File: config.mk
export PLATFORM = sky130hd
export DESIGN_NAME = score_sequencer
export DESIGN_NICKNAME = d
export VERILOG_FILES = /design/src/rtl/score_sequencer.sv
export SDC_FILE = /design/constraint.sdc
export NUM_CORES = 1
export LEC_CHECK = 0
export CAP_MARGIN = 10
export CELL_PAD_IN_SITES_DETAIL_PLACEMENT = 0
export CELL_PAD_IN_SITES_GLOBAL_PLACEMENT = 1
export CORE_ASPECT_RATIO = 0.8
export CORE_MARGIN = 2
export CORE_UTILIZATION = 47
export CTS_CLUSTER_DIAMETER = 100
export CTS_CLUSTER_SIZE = 25
export DETAILED_ROUTE_END_ITERATION = 12
export PLACE_DENSITY_LB_ADDON = 0.2
export SLEW_MARGIN = 10
export SYNTH_ARGS = -nofsm -noshare
export SYNTH_HDL_FRONTEND = slang
export SYNTH_SLANG_ARGS = --single-unit
File: constraint.sdc
create_clock -name i_clk -period 4.6 [get_ports i_clk]
set_clock_uncertainty 0.05 [all_clocks]
set_input_delay 1.15 -clock i_clk [delete_from_list [all_inputs] [get_ports i_clk]]
set_output_delay 1.15 -clock i_clk [all_outputs]
set_load 0.01 [all_outputs]
File: src/rtl/score_sequencer.sv
// ---------------------------------------------------------------------------
// score_sequencer
//
// Score path controller for the memory game. Synchronizes the active-low
// answer key, classifies each press as correct or incorrect from i_exist,
// updates the working counters, then computes the hit percentage with a
// 14-step restoring divider. It publishes a mutually consistent
// correct/incorrect/percent triple plus a display state code.
//
// Optional feature macro: SCORE_SATURATE_EN
//    defined   : counters hold at MAX_CNT; reaching it ends the game (OVER).
//    undefined : counters wrap MAX_CNT -> 0; OVER is unreachable.
//
// Ports
//    i_clk            system clock, rising edge
//    i_reset          asynchronous active-high reset
//    i_input_key      raw answer pushbutton, active-low, asynchronous
//    i_exist          1 = presented item was in memory (answer correct)
//    o_correct        published correct count
//    o_incorrect      published incorrect count
//    o_percent        published floor(100*correct/(correct+incorrect))
//    o_display_state  0 = scores valid, 1 = computing, 2 = game over
//    o_busy           high in UPDATE, DIVIDE and PUBLISH
//    o_drop           sticky: a key event was lost (cleared by reset only)
//
// state   | meaning
// --------+-------------------------------------------------------------
// IDLE    | waiting for a pending key event in the slot
// UPDATE  | bump the working counter, load dividend/divisor
// DIVIDE  | restoring divide, one quotient bit per cycle, 14 cycles
// PUBLISH | copy counters and quotient to the outputs
// OVER    | game over, terminal until reset
// ---------------------------------------------------------------------------
module score_sequencer #(
   parameter int CNT_W   = 7,
   parameter int MAX_CNT = 99
) (
   input  logic             i_clk,
   input  logic             i_reset,
   input  logic             i_input_key,
   input  logic             i_exist,
   output logic [CNT_W-1:0] o_correct,
   output logic [CNT_W-1:0] o_incorrect,
   output logic [CNT_W-1:0] o_percent,
   output logic [2:0]       o_display_state,
   output logic             o_busy,
   output logic             o_drop
);

   localparam int DVD_W = 14;
   localparam int DVS_W = 8;

   localparam logic [CNT_W-1:0] MAX_V    = CNT_W'(MAX_CNT);
   localparam logic [3:0]       DIV_LAST = 4'(DVD_W - 1);

   localparam logic [2:0] DS_VALID = 3'd0;
   localparam logic [2:0] DS_BUSY  = 3'd1;
   localparam logic [2:0] DS_OVER  = 3'd2;

   typedef enum logic [2:0] {
      S_IDLE    = 3'd0,
      S_UPDATE  = 3'd1,
      S_DIVIDE  = 3'd2,
      S_PUBLISH = 3'd3,
      S_OVER    = 3'd4
   } state_t;

   // key synchronizer and edge detect
   logic r_key_meta;
   logic r_key_sync;
   logic r_key_prev;
   logic r_event;
   logic r_event_exist;

   // one-deep pending slot
   logic r_slot_full;
   logic r_slot_exist;
   logic r_drop;

   // sequencer
   state_t           r_state;
   logic             r_upd_exist;
   logic [CNT_W-1:0] r_correct;
   logic [CNT_W-1:0] r_incorrect;
   logic [DVD_W-1:0] r_quo;
   logic [DVS_W-1:0] r_rem;
   logic [DVS_W-1:0] r_divisor;
   logic [3:0]       r_div_cnt;

   // published outputs
   logic [CNT_W-1:0] r_pub_correct;
   logic [CNT_W-1:0] r_pub_incorrect;
   logic [CNT_W-1:0] r_pub_percent;
   logic [2:0]       r_disp;
   logic             r_busy;

   logic             w_consume;
   logic [CNT_W-1:0] w_new_correct;
   logic [CNT_W-1:0] w_new_incorrect;
   logic [DVD_W-1:0] w_dividend;
   logic [DVS_W-1:0] w_divisor;
   logic [DVS_W:0]   w_rem_shift;
   logic             w_q_bit;
   logic [DVS_W-1:0] w_rem_sub;
   logic [DVS_W-1:0] w_rem_next;
   logic             w_game_over;

   function automatic logic [CNT_W-1:0] cnt_step(input logic [CNT_W-1:0] v);
`ifdef SCORE_SATURATE_EN
      return (v >= MAX_V) ? MAX_V : v + CNT_W'(1);
`else
      return (v == MAX_V) ? '0 : v + CNT_W'(1);
`endif
   endfunction

   // -------------------------------------------------------------------
   // Key path: two sync flops, then a registered falling-edge detect.
   // Sync flops reset to 1 (key released) so reset never fakes a press.
   // -------------------------------------------------------------------
   always_ff @(posedge i_clk or posedge i_reset) begin
      if (i_reset) begin
         r_key_meta    <= 1'b1;
         r_key_sync    <= 1'b1;
         r_key_prev    <= 1'b1;
         r_event       <= 1'b0;
         r_event_exist <= 1'b0;
      end else begin
         r_key_meta    <= i_input_key;
         r_key_sync    <= r_key_meta;
         r_key_prev    <= r_key_sync;
         r_event       <= r_key_prev & ~r_key_sync;
         r_event_exist <= i_exist;
      end
   end

   // IDLE frees the slot in the same cycle it is read, so a coincident
   // event lands in the freed slot instead of being dropped.
   assign w_consume = (r_state == S_IDLE) && r_slot_full;

   always_ff @(posedge i_clk or posedge i_reset) begin
      if (i_reset) begin
         r_slot_full  <= 1'b0;
         r_slot_exist <= 1'b0;
         r_drop       <= 1'b0;
      end else begin
         if (r_event && (r_state != S_OVER)) begin
            if (!r_slot_full || w_consume) begin
               r_slot_full  <= 1'b1;
               r_slot_exist <= r_event_exist;
            end else begin
               r_drop <= 1'b1;
            end
         end else if (w_consume) begin
            r_slot_full <= 1'b0;
         end
      end
   end

   // -------------------------------------------------------------------
   // Counter update and divider operand preparation
   // -------------------------------------------------------------------
   always_comb begin
      w_new_correct   = r_correct;
      w_new_incorrect = r_incorrect;
      if (r_upd_exist) begin
         w_new_correct = cnt_step(r_correct);
      end else begin
         w_new_incorrect = cnt_step(r_incorrect);
      end
   end

   assign w_dividend = DVD_W'(w_new_correct) * DVD_W'(100);
   assign w_divisor  = DVS_W'(w_new_correct) + DVS_W'(w_new_incorrect);

   // Restoring step: shift the next dividend bit into the remainder and
   // subtract the divisor when it fits. The true difference is always
   // below the divisor, so 8-bit modular subtraction is exact.
   assign w_rem_shift = {r_rem, r_quo[DVD_W-1]};
   assign w_q_bit     = (w_rem_shift >= {1'b0, r_divisor});
   assign w_rem_sub   = w_rem_shift[DVS_W-1:0] - r_divisor;
   assign w_rem_next  = w_q_bit ? w_rem_sub : w_rem_shift[DVS_W-1:0];

`ifdef SCORE_SATURATE_EN
   assign w_game_over = (r_correct == MAX_V) || (r_incorrect == MAX_V);
`else
   assign w_game_over = 1'b0;
`endif

   // -------------------------------------------------------------------
   // Sequencer with registered outputs
   // -------------------------------------------------------------------
   always_ff @(posedge i_clk or posedge i_reset) begin
      if (i_reset) begin
         r_state         <= S_IDLE;
         r_upd_exist     <= 1'b0;
         r_correct       <= '0;
         r_incorrect     <= '0;
         r_quo           <= '0;
         r_rem           <= '0;
         r_divisor       <= '0;
         r_div_cnt       <= '0;
         r_pub_correct   <= '0;
         r_pub_incorrect <= '0;
         r_pub_percent   <= '0;
         r_disp          <= DS_VALID;
         r_busy          <= 1'b0;
      end else begin
         case (r_state)
            S_IDLE: begin
               if (r_slot_full) begin
                  r_upd_exist <= r_slot_exist;
                  r_busy      <= 1'b1;
                  r_disp      <= DS_BUSY;
                  r_state     <= S_UPDATE;
               end
            end

            S_UPDATE: begin
               r_correct   <= w_new_correct;
               r_incorrect <= w_new_incorrect;
               r_quo       <= w_dividend;
               r_rem       <= '0;
               r_divisor   <= w_divisor;
               r_div_cnt   <= DIV_LAST;
               r_state     <= S_DIVIDE;
            end

            // r_quo shifts dividend bits out of the top while quotient
            // bits enter at the bottom; after 14 steps it holds the quotient.
            S_DIVIDE: begin
               r_rem <= w_rem_next;
               r_quo <= {r_quo[DVD_W-2:0], w_q_bit};
               if (r_div_cnt == 4'd0) begin
                  r_state <= S_PUBLISH;
               end else begin
                  r_div_cnt <= r_div_cnt - 4'd1;
               end
            end

            // A zero divisor only happens when both counters wrapped to 0.
            S_PUBLISH: begin
               r_pub_correct   <= r_correct;
               r_pub_incorrect <= r_incorrect;
               r_pub_percent   <= (r_divisor == '0) ? '0 : r_quo[CNT_W-1:0];
               r_busy          <= 1'b0;
               if (w_game_over) begin
                  r_disp  <= DS_OVER;
                  r_state <= S_OVER;
               end else begin
                  r_disp  <= DS_VALID;
                  r_state <= S_IDLE;
               end
            end

            S_OVER: begin
               r_state <= S_OVER;
            end

            default: begin
               r_state <= S_IDLE;
            end
         endcase
      end
   end

   assign o_correct       = r_pub_correct;
   assign o_incorrect     = r_pub_incorrect;
   assign o_percent       = r_pub_percent;
   assign o_display_state = r_disp;
   assign o_busy          = r_busy;
   assign o_drop          = r_drop;

endmodule
==> results of run 1 <==
worst register-to-register path, cell delays in order (launching register included):
cell	delay, ns
dfrtp_1	0.64
nand4_1	0.29
xnor2_1	0.48
ha_1	0.32
ha_1	0.31
fa_1	0.46
ha_1	0.34
nor2b_1	0.16
o21a_1	0.20
or3_1	0.31
nand3_1	0.08
a21oi_1	0.06
area by class of cell:
cell class / count / area [um^2]
fill: 946 / 4630
multi-input combinational: 383 / 2710
sequential: 82 / 2060
timing repair buffer: 35 / 330
clock buffer: 9 / 225
tap: 140 / 175
inverter: 24 / 91.3
clock inverter: 7 / 65.1
registers in the layout, summed over array words and instances (netlist names), 3 cells and up:
| register | cells |
|---|---|
| r_correct | 7 |
| r_incorrect | 7 |
| o_correct | 7 |
| o_percent | 7 |
| r_rem | 8 |
| r_state | 3 |
| r_div_cnt | 4 |
| o_incorrect | 7 |
| r_divisor | 8 |
| r_quo | 14 |
stage by stage:
stage / setup WS [ns] / hold slack (ns) / utilization / std cells / power (mW)
global route: 0.515 / 0.315 / 0.550 / 680 / 4.13
CTS: 0.805 / 0.309 / 0.550 / 680 / 3.80
floorplan: 1.04 / 0.295 / - / 517 / 2.57
detailed placement: 0.824 / 0.299 / 0.521 / 664 / 3.08
finish: 0.785 / 0.308 / 0.550 / 680 / 3.77
global placement: 0.900 / 0.297 / 0.521 / 664 / 3.04
path summary, 6_finish.rpt:
check,startpoint,cells after the start,slack [ns],end
min,r_key_meta,0,0.31,r_key_sync
max,r_upd_exist,11,0.78,r_quo[10]
max reg2reg,r_upd_exist,11,0.78,r_quo[10]
max in group asynchronous,i_reset,3,2.69,r_rem[2]
min reg2reg,r_key_meta,0,0.31,r_key_sync
min in group asynchronous,i_reset,2,1.07,r_event
logic make-up (layout without fill, tap and decap cells):
group,after synthesis,in the layout
simple gates,164,164
compound gates,124,124
flops,82,82
buf+inv,52,75
fa+ha+maj,47,47
xor+xnor,23,23
mux,23,23
other cells,1,2
power groups by stage:
stage	clock, mW	sequential (mW)	combinational, mW
after floorplan	0	1.13	1.44
after global placement	0	1.20	1.84
after detailed placement	0	1.20	1.88
after CTS	0.727	1.19	1.89
after global routing	0.761	1.23	2.14
final	0.709	1.19	1.87
metal layers:
metal,up-vias,share of wire
li1,1873,-
met1,1847,0.50
met2,73,0.45
met3,10,0.041
met4,0,0.011
met5,-,0
cell usage in the layout, fill, tap and decap left out, drive strengths merged, types with 3 or more instances in the layout:
cell type,instances
buf,8
nor2,41
o21ai,38
nand4,3
nand3b,4
xor2,12
mux2i,3
or2,3
o21bai,3
a21o,7
a211oi,4
nand3,8
clkbuf,9
nor3,11
a31oi,4
nor3b,5
o211ai,10
nor2b,6
o22a,4
nor4,5
a22o,7
or3,5
clkdlybuf4s50,27
nand2,51
dfrtp,79
o21a,6
nand2b,8
xnor2,11
a21oi,26
inv,29
ha,43
fa,4
and3,4
dfstp,3
mux2,20
==> metrics.md, run 1 <==
| Metric | Value |
|---|---|
| Synth Area in Simple Gates | `0.161` |
| Clk buf depth | `2` |
| Register area share after synthesis | `0.412` |
| Commonest cells in the synthesized netlist | `dfrtp_1 (79), nand2_1 (51), ha_1 (43), nor2_1 (41), o21ai_0 (36)` |
| Cell mode on critical path | `ha_1` |
| DR DRC count | `0` |
| Hold Path Class | `reg2reg` |
| IO Count | `30` |
| Pin count of the biggest net entering global routing | `32` |
| Slew HR | `0.400` |
| Leak pwr | `2.60 nW` |
| H-tree Lvls | `3` |
| Via count | `between 3000 and 4000` |
| Critical path type | `reg2reg` |
| Switch Pwr | `1.61 mW` |
| P_int | `approximately 2.2 mW` |
| CTS buffer count | `9` |
| First-pass DRT Iterations | `4` |
| Drt wl/cell | `between 15 and 20 um` |
| #FFs+latches synth | `82` |
| Hold-fix buffers at CTS | `0` |
| Synth area leader | `dfrtp_1` |
| Synth Area in Adders | `0.124` |
| Post-synth ARST share | `1.00` |
| Drt total wl | `10600 um` |
| Final Max Slew Viols | `0` |
| Clk pwr share | `0.188` |
| CTS tree | `done` |
| Avg Inst Size Synth | `9.67 um^2` |
| Vias in the first global route | `3516` |
| Global routing met3 resource utilization | `0.0391` |
| Data required, critical path | `approximately 4.8 ns` |
| First-pass GRT wire length | `18000 um` |
| Share of total power in combinational logic | `0.496` |
| CP top delay family | `adder cells` |
| Synth Instances | `between 500 and 600` |
| Actual slew at the worst max-slew pin | `0.900 ns` |
| Setup TNS | `0 ns` |
| RD Place Congestion | `0.849` |
| Iter 0 DRT Violations | `248` |
| Drt via density | `5.59` |
| Share of cells above drive strength 1 | `0.106` |
| DIE WIDTH | `119 um` |
| Final setup fails | `0` |
| Clock slew at reported path FFs | `0.07 ns` |
| Primary FF master, synth | `dfrtp_1` |
| Detail Route Antenna Nets | `0` |
| Crit path max-delay cell type | `dfrtp_1` |
| CP endpoint kind | `flop` |
| Cell area after synthesis | `4990 um^2` |
| Pwr per Cell Area | `667 nW/um^2` |
| Sequential share of power | `0.316` |
| Period minus WS final | `3.82 ns` |
| PortBufs | `27` |
| Compound-gate portion of the synthesized area | `0.163` |
| Post-route cell area | `between 5000 and 6000 um^2` |
| # rows | `33` |
| Worst-skew pair later-pin latency | `0.34 ns` |
| Initial Util | `0.485` |
| Worst path max stage delay | `0.64 ns` |
| Worst EP arrival | `~4.0 ns` |
| Core Region | `10300 um^2` |
| Cell Area, Placed | `5360 um^2` |
| Unique masters post-synth | `about 60` |
| Crit path cell chain | `nand4_1 -> xnor2_1 -> ha_1 -> ha_1 -> fa_1 -> ha_1 -> nor2b_1 -> o21a_1 -> or3_1 -> nand3_1 -> a21oi_1` |
| GR Util met1 | `0.290` |
| Post-synthesis mux area share | `0.0512` |
| Final worst-path cycle share | `0.829` |
| Synth Warn # | `0` |
| Top cells by area, synth | `dfrtp_1 (40%), ha_1 (11%), mux2_2 (4.5%), nand2_1 (3.8%), o21ai_0 (3.6%)` |
| Clock sinks | `82` |
| Full die area | `between 10000 and 15000 um^2` |
| Post_cts resized | `0` |
| Post-synth top area share | `0.396` |
| Fmax achieved | `262 MHz` |
| Sw frac | `0.426` |
| Die Ht | `about 96 um` |
| Main combinational cell family by area after synthesis | `compound AO/OA/AOI/OAI gates` |
| Initial antenna violation count | `0` |
| Antenna fix cells | `0` |
| CP max FO | `14` |
| EDFF count, synth | `0` |
| Final nets | `a little under 600` |
| RSZ-0062 raised after global routing | `false` |
| Hold Violations, Final | `0` |
| Post-CTS Setup Bufs | `0` |
| Total global-route track usage | `0.200` |
| Count leader, synth | `dfrtp_1` |
| Area Growth Syn to Fin | `13.2%` |
| Gr busiest metal | `met2` |
| Maximum vdd drop | `0.000402 V` |
| Detailed placement HPWL | `7760 um` |
| GR Layer Usage met2 | `0.307` |
| Post-Synth XOR/XNOR Area | `0.0404` |
| CP Buf/Inv Count | `0` |
| Worst setup SP type | `flop` |
| Root buf cell | `clkbuf_16` |
| Gr ovfl total | `0` |
| Outcome | `completed` |
| Max-cap violations | `0` |
Note: power is estimated with default switching activity, not from simulation.
==> run 2, diff against run 1 <==
==> constraint.sdc (replaced) <==
create_clock -name i_clk -period 3.95 [get_ports i_clk]
set_clock_uncertainty 0.05 [all_clocks]
set_input_delay 0.9875 -clock i_clk [delete_from_list [all_inputs] [get_ports i_clk]]
set_output_delay 0.9875 -clock i_clk [all_outputs]
set_load 0.01 [all_outputs]
==> metrics.md, run 2 (synthesis results as in run 1) <==
| Metric | Value |
|---|---|
| CP Buf/Inv Count | `0 (unchanged)` |
| Via count | `3817 (was 3803)` |
| Share of cells above drive strength 1 | `0.118 (was 0.106)` |
| Commonest non-fill, non-tap cell in the layout | `dfrtp_1 (unchanged)` |
| Worst flop-to-flop path endpoint | `r_quo[11] (was r_quo[10])` |
| Final Max Slew Viols | `0 (unchanged)` |
| Root buf cell | `clkbuf_16 (unchanged)` |
| Hold path depth | `0 (unchanged)` |
| Critical path type | `reg2reg (unchanged)` |
| First-pass GRT wire length | `17700 um (was 18000 um)` |
| Max reg flops | `14 (unchanged)` |
| Initial antenna violation count | `0 (unchanged)` |
| Post_cts resized | `0 (unchanged)` |
| Worst EP arrival | `3.82 ns (was 4.00 ns)` |
| Setup WS pre-CTS | `0.164 ns (was 0.824 ns)` |
| Final worst-path cycle share | `0.928 (was 0.829)` |
| Final nets | `590 (was 586)` |
| Final Util | `0.557 (was 0.550)` |
| PortBufs | `27 (unchanged)` |
| DR DRC count | `0 (unchanged)` |
| Maximum vdd drop | `0.000377 V (was 0.000402 V)` |
| Hold Path Class | `reg2reg (unchanged)` |
| Hold-fix buffers at CTS | `0 (unchanged)` |
| Iter 0 DRT Violations | `238 (was 248)` |
| Worst-skew pair later-pin latency | `0.34 ns (about the same)` |
| Core Region | `10300 um^2 (unchanged)` |
| CP endpoint kind | `flop (unchanged)` |
| Final setup fails | `0 (unchanged)` |
| CP top delay family | `adder cells (unchanged)` |
| Gr ovfl total | `0 (unchanged)` |
| Slew HR | `0.432 (was 0.400)` |
| DIE WIDTH | `119 um (unchanged)` |
| Largest reg by FF count | `r_quo (unchanged)` |
| First-pass DRT Iterations | `5 (was 4)` |
| Reg2Reg Depth | `12 (was 11)` |
| Clock slew at reported path FFs | `0.06 ns (was 0.07 ns)` |
| IO Count | `30 (unchanged)` |
| Area Growth Syn to Fin | `14.7% (was 13.2%)` |
| Pwr per Cell Area | `786 nW/um^2 (was 667 nW/um^2)` |
| Drt wl/cell | `15.7 um (was 15.6 um)` |
| Detailed placement HPWL | `7840 um (was 7760 um)` |
| Clk buf depth | `2 (unchanged)` |
| Worst path max stage delay | `0.46 ns (was 0.64 ns)` |
| Hold WS | `0.309 ns (was 0.308 ns)` |
| Post-route cell area | `5730 um^2 (was 5650 um^2)` |
| Initial Util | `0.485 (unchanged)` |
| # rows | `33 (unchanged)` |
| Most frequent cells in the layout | `dfrtp_1 (79), nand2_1 (51), ha_1 (43) (unchanged)` |
| Vias in the first global route | `3549 (was 3516)` |
| Post-CTS Setup Bufs | `0 (unchanged)` |
| RD Place Congestion | `0.938 (was 0.849)` |
| Outcome | `completed (unchanged)` |
| Hold EP | `r_key_sync (unchanged)` |
| Reg-to-reg critical path startpoint | `r_correct[2] (was r_upd_exist)` |
| Period minus WS final | `3.67 ns (was 3.82 ns)` |
| Pin count of the biggest net entering global routing | `36 (was 32)` |
| Hold_sp | `r_key_meta (unchanged)` |
| Data required, critical path | `4.11 ns (was 4.78 ns)` |
| Full die area | `11500 um^2 (unchanged)` |
| Biggest registers after layout | `r_quo x14, r_divisor x8, r_rem x8 (unchanged)` |
| Actual slew at the worst max-slew pin | `0.852 ns (was 0.900 ns)` |
| Drt via density | `5.58 (was 5.59)` |
| Worst Setup SP | `r_correct[2] (was r_upd_exist)` |
| CTS buffer count | `9 (unchanged)` |
| Fin worst setup slack | `0.283 ns (was 0.785 ns)` |
| Clock sinks | `82 (unchanged)` |
| Register-to-Register Setup Slack | `0.28 ns (was 0.78 ns)` |
| H-tree Lvls | `3 (unchanged)` |
| Cell Area, Placed | `5390 um^2 (was 5360 um^2)` |
| RSZ-0062 raised after global routing | `false (unchanged)` |
| Crit path max-delay cell type | `fa_1 (was dfrtp_1)` |
| Worst setup SP type | `flop (unchanged)` |
| CP max FO | `6 (was 14)` |
| Detail Route Antenna Nets | `0 (unchanged)` |
| Drt total wl | `10800 um (was 10600 um)` |
| Total global-route track usage | `0.196 (was 0.200)` |
| Die Ht | `96.2 um (unchanged)` |
| CTS tree | `done (unchanged)` |
| Fmax achieved | `273 MHz (was 262 MHz)` |
| Hold Violations, Final | `0 (unchanged)` |
| Antenna fix cells | `0 (unchanged)` |
| Crit path cell chain | `nor4b_2 -> a21oi_1 -> mux2_2 -> ha_1 -> ha_1 -> fa_1 -> ha_1 -> o21ai_0 -> o21bai_1 -> a21oi_1 -> xor2_1 -> a21oi_1 (was nand4_1 -> xnor2_1 -> ha_1 -> ha_1 -> fa_1 -> ha_1 -> nor2b_1 -> o21a_1 -> or3_1 -> nand3_1 -> a21oi_1)` |
| Leak pwr | `2.65 nW (was 2.60 nW)` |
| Setup TNS | `0 ns (unchanged)` |
| Max-cap violations | `0 (unchanged)` |
-- run 2: layout make-up --
cell class | count | area (um^2)
fillers | 919 | 4560
multi-input cells | 383 | 2720
flip-flops and latches | 82 | 2060
repair buffers | 39 | 360
clock buffers | 9 | 225
well taps | 140 | 175
clock inverters | 7 | 100
inverters | 24 | 91.3
-- run 2: routing by layer --
metal,routed length [um],track usage
met5,0,0
met4,40,0.0456
met3,308,0.0373
met2,5000,0.305
met1,5400,0.286
-- run 2: metrics by stage --
step	cells	power [mW]
final	684	4.50
after global routing	684	4.88
after CTS	684	4.53
after detailed placement	668	3.60
after global placement	668	3.56
after floorplan	517	2.99
-- run 2: report_power, final --
| group | total, mW | switching (mW) | internal, mW |
|---|---|---|---|
| registers | 1.38 | 0.256 | 1.12 |
| logic | 2.21 | 1.24 | 0.967 |
| clock network | 0.914 | 0.354 | 0.560 |
-- run 2: worst max path at each step --
stage	endpoint	slack, ns	cells after the start
after floorplan	r_quo[10]	0.39	13
after detailed placement	r_quo[13]	0.16	13
final	r_quo[11]	0.28	12
after global placement	r_quo[10]	0.23	12
after CTS	r_quo[13]	0.10	13
after global routing	r_quo[13]	0.02	13
